## config.mk

```make
export PLATFORM = sky130hd
export DESIGN_NAME = lsu_sequencer
export DESIGN_NICKNAME = d
export VERILOG_FILES = /design/src/rtl/lsu_sequencer.sv
export SDC_FILE = /design/constraint.sdc
export NUM_CORES = 1
export LEC_CHECK = 0
export CORE_MARGIN = 2
export CORE_UTILIZATION = 30
export DETAILED_ROUTE_END_ITERATION = 10
export GPL_TIMING_DRIVEN = 0
export HOLD_SLACK_MARGIN = 0.1
export SLEW_MARGIN = 20
export SYNTH_ARGS = -nofsm -noshare
export SYNTH_HDL_FRONTEND = slang
export SYNTH_SLANG_ARGS = --single-unit
```

## constraint.sdc

```tcl
create_clock -name clk -period 2.4 [get_ports clk]
set_input_delay 0.48 -clock clk [delete_from_list [all_inputs] [get_ports clk]]
set_output_delay 0.48 -clock clk [all_outputs]
set_load 0.02 [all_outputs]
```

## src/rtl/lsu_sequencer.sv

```systemverilog
// rtl/lsu_sequencer.sv - RV32I load/store sequencer: byte enables, lane shifting, misaligned split, timeout
module lsu_sequencer #(
    parameter int SPLIT_MISALIGNED = 1,
    parameter int TIMEOUT_CYCLES   = 0
) (
    input  logic        clk,
    input  logic        rst,
    input  logic        start,
    input  logic        is_store,
    input  logic [2:0]  funct3,
    input  logic [31:0] addr,
    input  logic [31:0] store_data,
    output logic        busy,
    output logic        done,
    output logic        err,
    output logic [31:0] load_data,
    output logic [31:0] mem_address,
    output logic        mem_read,
    output logic        mem_write,
    output logic [3:0]  mem_byte_enable,
    output logic [31:0] mem_wdata,
    input  logic [31:0] mem_rdata,
    input  logic        mem_resp
);

    typedef enum logic [2:0] {S_IDLE, S_ACC1, S_ACC2, S_DONE, S_ERR} state_t;

    localparam logic [31:0] TO_LAST = 32'(TIMEOUT_CYCLES - 1);

    state_t      state, state_n;
    logic        is_store_q;
    logic [2:0]  funct3_q;
    logic [31:0] addr_q;
    logic [31:0] data_q;
    logic [31:0] lo_q;
    logic [31:0] load_data_q;
    logic [31:0] cnt_q;

    function automatic logic [3:0] size_mask(input logic [1:0] sz);
        case (sz)
            2'b00:   return 4'b0001;
            2'b01:   return 4'b0011;
            default: return 4'b1111;
        endcase
    endfunction

    function automatic logic f3_legal(input logic st, input logic [2:0] f3);
        if (st)
            return (f3 == 3'b000) || (f3 == 3'b001) || (f3 == 3'b010);
        return (f3 == 3'b000) || (f3 == 3'b001) || (f3 == 3'b010) ||
               (f3 == 3'b100) || (f3 == 3'b101);
    endfunction

    // An access crosses the word boundary when its last byte lands past lane 3.
    function automatic logic crosses(input logic [1:0] sz, input logic [1:0] off);
        logic [2:0] last;
        last = (sz == 2'b00) ? 3'd0 : (sz == 2'b01) ? 3'd1 : 3'd3;
        return ({1'b0, off} + last) > 3'd3;
    endfunction

    logic        split_in;
    logic        split_q;
    logic [7:0]  m8_q;
    logic [63:0] w64_q;
    logic [63:0] fin64;
    logic [31:0] sel;
    logic [31:0] ext;
    logic        timeout_hit;
    logic        last_resp;

    assign split_in    = crosses(funct3[1:0], addr[1:0]);
    assign split_q     = crosses(funct3_q[1:0], addr_q[1:0]);
    assign m8_q        = {4'b0000, size_mask(funct3_q[1:0])} << addr_q[1:0];
    assign w64_q       = {32'd0, data_q} << {addr_q[1:0], 3'b000};
    assign timeout_hit = (TIMEOUT_CYCLES != 0) && (cnt_q == TO_LAST);

    // The upper word is zero unless this is the second half of a split access.
    assign fin64 = (state == S_ACC2) ? {mem_rdata, lo_q} : {32'd0, mem_rdata};
    assign sel   = 32'(fin64 >> {addr_q[1:0], 3'b000});

    always_comb begin
        case (funct3_q)
            3'b000:  ext = {{24{sel[7]}}, sel[7:0]};
            3'b001:  ext = {{16{sel[15]}}, sel[15:0]};
            3'b100:  ext = {24'd0, sel[7:0]};
            3'b101:  ext = {16'd0, sel[15:0]};
            default: ext = sel;
        endcase
    end

    assign last_resp = mem_resp && ((state == S_ACC1 && !split_q) || state == S_ACC2);

    always_ff @(posedge clk) begin
        if (rst) begin
            state       <= S_IDLE;
            is_store_q  <= 1'b0;
            funct3_q    <= 3'd0;
            addr_q      <= 32'd0;
            data_q      <= 32'd0;
            lo_q        <= 32'd0;
            load_data_q <= 32'd0;
            cnt_q       <= 32'd0;
        end else begin
            state <= state_n;
            cnt_q <= (state_n != state) ? 32'd0 : cnt_q + 32'd1;
            if (state == S_IDLE && start) begin
                is_store_q <= is_store;
                funct3_q   <= funct3;
                addr_q     <= addr;
                data_q     <= store_data;
            end
            if (state == S_ACC1 && mem_resp)
                lo_q <= mem_rdata;
            if (last_resp && !is_store_q)
                load_data_q <= ext;
        end
    end

    always_comb begin
        state_n = state;
        case (state)
            S_IDLE: begin
                if (start) begin
                    if (!f3_legal(is_store, funct3))
                        state_n = S_ERR;
                    else if (split_in && SPLIT_MISALIGNED == 0)
                        state_n = S_ERR;
                    else
                        state_n = S_ACC1;
                end
            end
            S_ACC1: begin
                if (mem_resp)
                    state_n = split_q ? S_ACC2 : S_DONE;
                else if (timeout_hit)
                    state_n = S_ERR;
            end
            S_ACC2: begin
                if (mem_resp)
                    state_n = S_DONE;
                else if (timeout_hit)
                    state_n = S_ERR;
            end
            default: state_n = S_IDLE;
        endcase
    end

    always_comb begin
        busy            = (state != S_IDLE);
        done            = 1'b0;
        err             = 1'b0;
        mem_address     = 32'd0;
        mem_read        = 1'b0;
        mem_write       = 1'b0;
        mem_byte_enable = 4'd0;
        mem_wdata       = 32'd0;
        case (state)
            S_ACC1: begin
                mem_address     = {addr_q[31:2], 2'b00};
                mem_read        = !is_store_q;
                mem_write       = is_store_q;
                mem_byte_enable = m8_q[3:0];
                mem_wdata       = w64_q[31:0];
            end
            S_ACC2: begin
                mem_address     = {addr_q[31:2], 2'b00} + 32'd4;
                mem_read        = !is_store_q;
                mem_write       = is_store_q;
                mem_byte_enable = m8_q[7:4];
                mem_wdata       = w64_q[63:32];
            end
            S_DONE: done = 1'b1;
            S_ERR: begin
                done = 1'b1;
                err  = 1'b1;
            end
            default: ;
        endcase
    end

    assign load_data = load_data_q;

endmodule

```

==> flow_metrics.tcl, run 1 <==
set metrics [dict create \
    required_ns 1.92 \
    viasPerCell 5.513 \
    final_area_sq_mm 0.01297 \
    grt_max_degree 17 \
    wirelength_mm 35.78 \
    die_y_um 166.8 \
    yosys.area_share.adder_pct 0.3146 \
    synth_area_sq_mm 0.007954 \
    area_growth_syn_to_layout_pct 63.11 \
    p_int_w 0.005730 \
    power_frac_seq_pct 31.4 \
    combPwrFrac_pct 38.2 \
    cts.sink_count 135 \
    vdd_drop_max_mv 0.4074 \
    r2r_cells 9 \
    first_global_vias 9044 \
    end_kind "output port" \
    synth_top_family_by_area "compound AO/OA/AOI/OAI gates" \
    cts-root-buf "clkbuf_16" \
    synth.distinct_cells 54 \
    clock.fmax_ghz 0.3804 \
    drt_pass1_iterations 5 \
    finalSetupViolCount 77 \
    fp.dieArea_sq_mm 0.02783 \
    antenna_found_initial 1 \
    vias 9356 \
    hold_viol_final 0 \
    period_share_pct 109.5 \
    maxCapViolCount 0 \
    rows 59 \
    synth_cells 1069 \
    postSynthAreaPerCell_sq_um 7.440 \
    h-tree-depth 4 \
    worst_pin_slew_ns 0.7640 \
    final_cell_mix "nand2_1 (236), a21oi_1 (139), clkdlybuf4s50_1 (134)" \
    cp_num_buf_inv 3 \
    power.density_mw_per_mm2 695.8 \
    hold_depth 2 \
    path_max_fanout 6 \
    rsz0062_at_grt "true" \
    synthTopCellsByArea "dfxtp_1 (34%), nand2_1 (12%), a21oi_1 (9.4%)" \
    setup-tns-final_ns -9.535 \
    dpl_cell_area_sq_mm 0.01048 \
    yosys.area_share.simple_pct 21.91 \
    die-width_um 166.8 \
    timing.rr.start "state[0]" \
    p_clk_share_pct 30.5 \
    routedWlPerCell_um 21.08 \
    slew_headroom_pct 49.07 \
    yosys.area.top_type "dfxtp_1" \
    finalWorstSetupSlack_ns -0.2288 \
    seq_area_frac_synth_pct 33.98 \
    portBuffers 205 \
    track_usage_pct 24.60 \
    drc_errors 0 \
    layout-drive-gt1-share_pct 30.47 \
    clock_latency_ns 0.43 \
    antenna_left 0 \
    use_met1_pct 32.02 \
    postCtsHoldBufs 0 \
    swShare_pct 36.53 \
    synth-seq-cells 135 \
    crit_slowest_cell "or3b_4" \
    power_w 0.009027 \
    synth_mux_area_share_pct 14.05 \
    cts_tree "yes" \
    min_from "lo_q[2]" \
    synth_top_area_share_pct 33.98 \
    cts_buffer_depth 2 \
    r2r_end "load_data[15]" \
    numCtsBuffers 17 \
    drtIter0Drc 785 \
    holdWs_ns 0.4612 \
    overflow 0 \
    insertedDiodeCount 0 \
    holdPathEnd "lo_q[2]" \
    start_util_pct 30.52 \
    outcome "complete, but fails checks" \
    gp_congestion 0.9427 \
    fin_skew_ns 0.01032 \
    cts.clk_slew.worst_paths_ns 0.06 \
    cp-start-kind "flip-flop" \
    coreArea_sq_mm 0.02606 \
    slowest_delay_ns 0.46 \
    reg2reg_slack_ns -0.16 \
    slew_viol_final 0 \
    hold_class "reg2reg" \
    grt_pass1_wl_mm 53.21 \
    synth_xor_area_share_pct 0.3303 \
    finalNetCount 1455 \
    grt_util_met2_pct 39.51 \
    crit_family "buffers and inverters" \
    timing.critical_path.cells "or3b_4 -> clkbuf_16 -> clkbuf_16 -> a31oi_2 -> o21ai_1 -> o21ai_1 -> buf_4" \
    dp_hpwl_mm 25.15 \
    yosys_most_used_dff "dfxtp_1" \
    ios 209 \
    worstPathArrival_ns 2.15 \
    synth-async-reset-ratio_pct 0 \
    power.switching_w 0.003297 \
    yosys_warnings 0 \
    crit_type "reg2out" \
    synth_edf_count 0 \
    grt_most_used_layer "met2" \
    violations "negative setup slack" \
    fin_crit_ns 2.629 \
    grt_use_met3_pct 6.274 \
    layout_commonest_cell "nand2_1" \
    p_leak_nw 4.645 \
    synth-compound-area-share_pct 23.82 \
]
-- per-stage QoR --
stage                     worst slack (ns)  instances  util [%]
final                              -0.2288       1697     49.79
after global routing               -0.2876       1697     49.79
after CTS                          -0.2629       1687     47.33
after detailed placement            -1.218       1610     40.23
after global placement              -1.253       1610     40.23
after floorplan                   -0.06016       1070         -
-- final cells by class --
class	instances	area (sq um)
plain buffers	85	769.5
clock buffers	20	456.7
clock inverters	12	150.1
fillers	2408	13090
inverters	10	37.54
multi-input cells	829	5688
flip-flops and latches	135	2748
well taps	335	419.2
repair buffers	271	2705
-- cells by family after synthesis --
kind of cell    Yosys count
flops                   135
other cells               1
xor+xnor                  3
simple gates            414
compound gates          317
mux                      90
buf+inv                 107
fa+ha+maj                 2
-- routing by layer --
metal / share of wire, % / wire [um]
met5: 0.036 / 13
met4: 3.3 / 1181
met3: 8.8 / 3132
met2: 46 / 16450
met1: 42 / 15000
-- Yosys cell counts (11+ instances only) --
| cell | n |
|---|---|
| mux2i_1 | 64 |
| a211oi_1 | 29 |
| nand3_1 | 22 |
| buf_2 | 17 |
| a31oi_1 | 12 |
| nand2_1 | 253 |
| clkbuf_1 | 67 |
| nor2_1 | 88 |
| o211ai_1 | 15 |
| dfxtp_1 | 135 |
| o21ai_0 | 65 |
| o22ai_1 | 12 |
| nand4_1 | 11 |
| mux4_2 | 15 |
| a21oi_1 | 149 |
-- repair_timing --
| item | in CTS | in global routing |
|---|---|---|
| setup endpoints to repair | 123 | 110 |
| pin swaps | 30 | 22 |
| gates resized for setup | 655 | 161 |
| setup buffers | 47 | 14 |
| cloned | 6 | 1 |
-- sequential cells by signal, indices dropped and copies added (netlist names) --
name / cells
load_data: 32
funct3_q: 3
is_store_q: 1
addr_q: 32
state: 3
data_q: 32
lo_q: 32
-- worst register-to-register path: cells and delay by family, from the launching register on --
family,cells,cell delay (ns)
flops,1,0.36
buf+inv,4,0.58
mux,1,0.54
simple gates,1,0.25
compound gates,3,0.69
-- power by group through the flow --
stage / logic (W) / registers, W / clock network (W)
final: 0.00345 / 0.00283 / 0.00275
after global routing: 0.00364 / 0.00287 / 0.00288
after CTS: 0.00317 / 0.00280 / 0.00277
after detailed placement: 0.00268 / 0.00280 / 0
after global placement: 0.00267 / 0.00279 / 0
after floorplan: 0.00150 / 0.00283 / 0
-- how the worst max path moves through the flow --
stage | startpoint | to | slack (ns) | cells after the start
2_1_floorplan | state[2] | mem_address[5] | -0.06 | 6
3_3_place_gp | state[2] | mem_address[15] | -1.25 | 7
5_1_grt | addr_q[3] | mem_address[29] | -0.29 | 6
6_report | state[0] | mem_address[21] | -0.23 | 7
3_5_place_dp | state[1] | mem_address[25] | -1.22 | 7
4_1_cts | state[0] | mem_address[28] | -0.26 | 8
No activity file was read; power rests on OpenSTA's default activity.
==> inputs of run 2 (changes only) <==
--- a/config.mk
+++ b/config.mk
@@ -5,6 +5,7 @@
 export SDC_FILE = /design/constraint.sdc
 export NUM_CORES = 1
 export LEC_CHECK = 0
+export CAP_MARGIN = 20
 export CORE_MARGIN = 2
 export CORE_UTILIZATION = 30
 export DETAILED_ROUTE_END_ITERATION = 10
==> results of run 2 <==
No change in the layout: final DEF, timing and power equal those of run 1.
==> inputs of run 3 (changes only) <==
--- a/config.mk
+++ b/config.mk
@@ -6,12 +6,16 @@
 export NUM_CORES = 1
 export LEC_CHECK = 0
 export CAP_MARGIN = 20
+export CELL_PAD_IN_SITES_DETAIL_PLACEMENT = 2
+export CELL_PAD_IN_SITES_GLOBAL_PLACEMENT = 2
 export CORE_MARGIN = 2
-export CORE_UTILIZATION = 30
+export CORE_UTILIZATION = 25
 export DETAILED_ROUTE_END_ITERATION = 10
 export GPL_TIMING_DRIVEN = 0
 export HOLD_SLACK_MARGIN = 0.1
+export PLACE_DENSITY_LB_ADDON = 0.1
 export SLEW_MARGIN = 20
 export SYNTH_ARGS = -nofsm -noshare
 export SYNTH_HDL_FRONTEND = slang
 export SYNTH_SLANG_ARGS = --single-unit
+export TNS_END_PERCENT = 30
==> flow_metrics.tcl, run 3 (same netlist as run 1, synthesis figures left out) <==
set metrics [dict create \
    h-tree-depth 4 \
    p_leak_nw 4.744 \
    grt_max_degree 18 \
    drc_errors 0 \
    vdd_drop_max_mv 0.5028 \
    routedWlPerCell_um 24.94 \
    cts.sink_count 135 \
    r2r_cells 8 \
    finalNetCount 1477 \
    fp.dieArea_sq_mm 0.03326 \
    gp_congestion 0.8376 \
    fin_cells 1787 \
    drt_pass1_iterations 4 \
    r2r_end "load_data[27]" \
    timing.rr.start "state[0]" \
    viasPerCell 5.434 \
    clock_latency_ns 0.44 \
    drtIter0Drc 478 \
    wirelength_mm 44.58 \
    vias 9711 \
    rsz0062_at_grt "true" \
    clock.fmax_ghz 0.3539 \
    min_from "lo_q[6]" \
    holdWs_ns 0.4650 \
    layout-drive-gt1-share_pct 31.21 \
    outcome "complete, but fails checks" \
    hold_depth 2 \
    coreArea_sq_mm 0.03147 \
    fin_skew_ns 0.01601 \
    fin_crit_ns 2.825 \
    area_growth_syn_to_layout_pct 66.60 \
    layout_commonest_cell "nand2_1" \
    hold_class "reg2reg" \
    antenna_found_initial 1 \
    postCtsHoldBufs 0 \
    track_usage_pct 25.49 \
    antenna_left 0 \
    cp-start-kind "flip-flop" \
    reg2reg_slack_ns -0.15 \
    worstPathArrival_ns 2.35 \
    cts_buffer_depth 2 \
    place_inst 1677 \
    portBuffers 205 \
    path_max_fanout 7 \
    worst_pin_slew_ns 0.9996 \
    crit_type "reg2out" \
    die-width_um 182.4 \
    overflow 0 \
    numCtsBuffers 17 \
    finalSetupViolCount 88 \
    rows 65 \
    crit_start "state[2]" \
    dp_hpwl_mm 29.95 \
    start_util_pct 25.27 \
    finalWorstSetupSlack_ns -0.4254 \
    final_cell_mix "nand2_1 (240), a21oi_1 (140), clkdlybuf4s50_1 (134)" \
    power.density_mw_per_mm2 714.2 \
    ios 209 \
    hold_viol_final 0 \
    end_kind "output port" \
    maxCapViolCount 0 \
    required_ns 1.92 \
    grt_pass1_wl_mm 63.73 \
    die_y_um 182.4 \
    slew_viol_final 0 \
    cts.clk_slew.worst_paths_ns 0.07 \
    violations "negative setup slack" \
    holdPathEnd "lo_q[6]" \
    slew_headroom_pct 33.36 \
    cts_tree "yes" \
    cts-root-buf "clkbuf_16" \
    first_global_vias 10350 \
    fill_cells 3478 \
    period_share_pct 117.7 \
]
## run 3: changes by cell type in the layout (fill, tap and decap cells not counted), moves of 5 or more
| cell | before | now |
|---|---|---|
| buf_4 | 68 | 99 |
| buf_6 | 65 | 53 |
| a211oi_1 | 19 | 29 |
| a211oi_2 | 20 | 10 |
| dfxtp_4 | 7 | 13 |
| mux2i_2 | 6 | 12 |
| clkbuf_2 | 3 | 8 |
## run 3: power by group
part / leakage, nW / switching [W] / internal [W] / total [W]
Clock: 0.306 / 0.00126 / 0.00178 / 0.00303
Sequential: 1.12 / 0.000340 / 0.00252 / 0.00286
Combinational: 3.32 / 0.00204 / 0.00154 / 0.00358
Total: 4.74 / 0.00363 / 0.00583 / 0.00946
## run 3: how the worst max path moves through the flow
stage                            to  slack, ns  depth (start not counted)
finish              mem_address[12]      -0.43                          8
floorplan           mem_address[27]      -0.13                          6
global placement     mem_address[4]      -1.52                          7
global route        mem_address[12]      -0.44                          8
CTS                 mem_address[12]      -0.32                          8
detailed placement  mem_address[27]      -1.53                          7
## run 3: through the flow
step | worst slack [ns] | utilization, % | TNS, ns | total power (W) | instance area, sq um
detailed placement | -1.531 | 33.46 | -107.57 | 0.005622 | 10530
global placement | -1.519 | 33.46 | -105.37 | 0.005561 | 10530
finish | -0.4254 | 42.10 | -14.16 | 0.009465 | 13250
CTS | -0.3231 | 39.94 | -12.99 | 0.009179 | 12570
global route | -0.4432 | 42.10 | -20.43 | 0.009860 | 13250
floorplan | -0.1345 | - | -1.350 | 0.004317 | 7978
## run 3: critical path: stages (launching register included)
cell and delay, ns:
dfxtp_4 0.36, or3b_4 0.43, buf_12 0.15, clkbuf_16 0.16
clkbuf_16 0.17, a31oi_4 0.15, o21ai_1 0.10, o21ai_1 0.17
buf_4 0.20
## run 3: metal layers
| metal | GRT usage (%) | routed length (um) |
|---|---|---|
| met5 | 0 | 0 |
| met4 | 7.806 | 1555 |
| met3 | 3.253 | 1584 |
| met2 | 46.26 | 22840 |
| met1 | 31.33 | 18590 |
## run 3: timing repair
action                     in CTS  in global routing
setup buffers                  52                 31
setup endpoints to repair     159                144
gates cloned                    6                  1
gates resized for setup       697                129
pin swaps                      39                 41
## run 3: layout make-up
type	instances	area, sq um	share of cell area, %
clock buffer	18	429.2	3.239
multi-input combinational	829	5692	42.95
sequential	135	2766	20.88
antenna	1	2.502	0.01888
buffer	87	814.5	6.147
tap	402	503.0	3.796
timing repair buffer	291	2794	21.08
clock inverter	14	210.2	1.586
inverter	10	40.04	0.3021
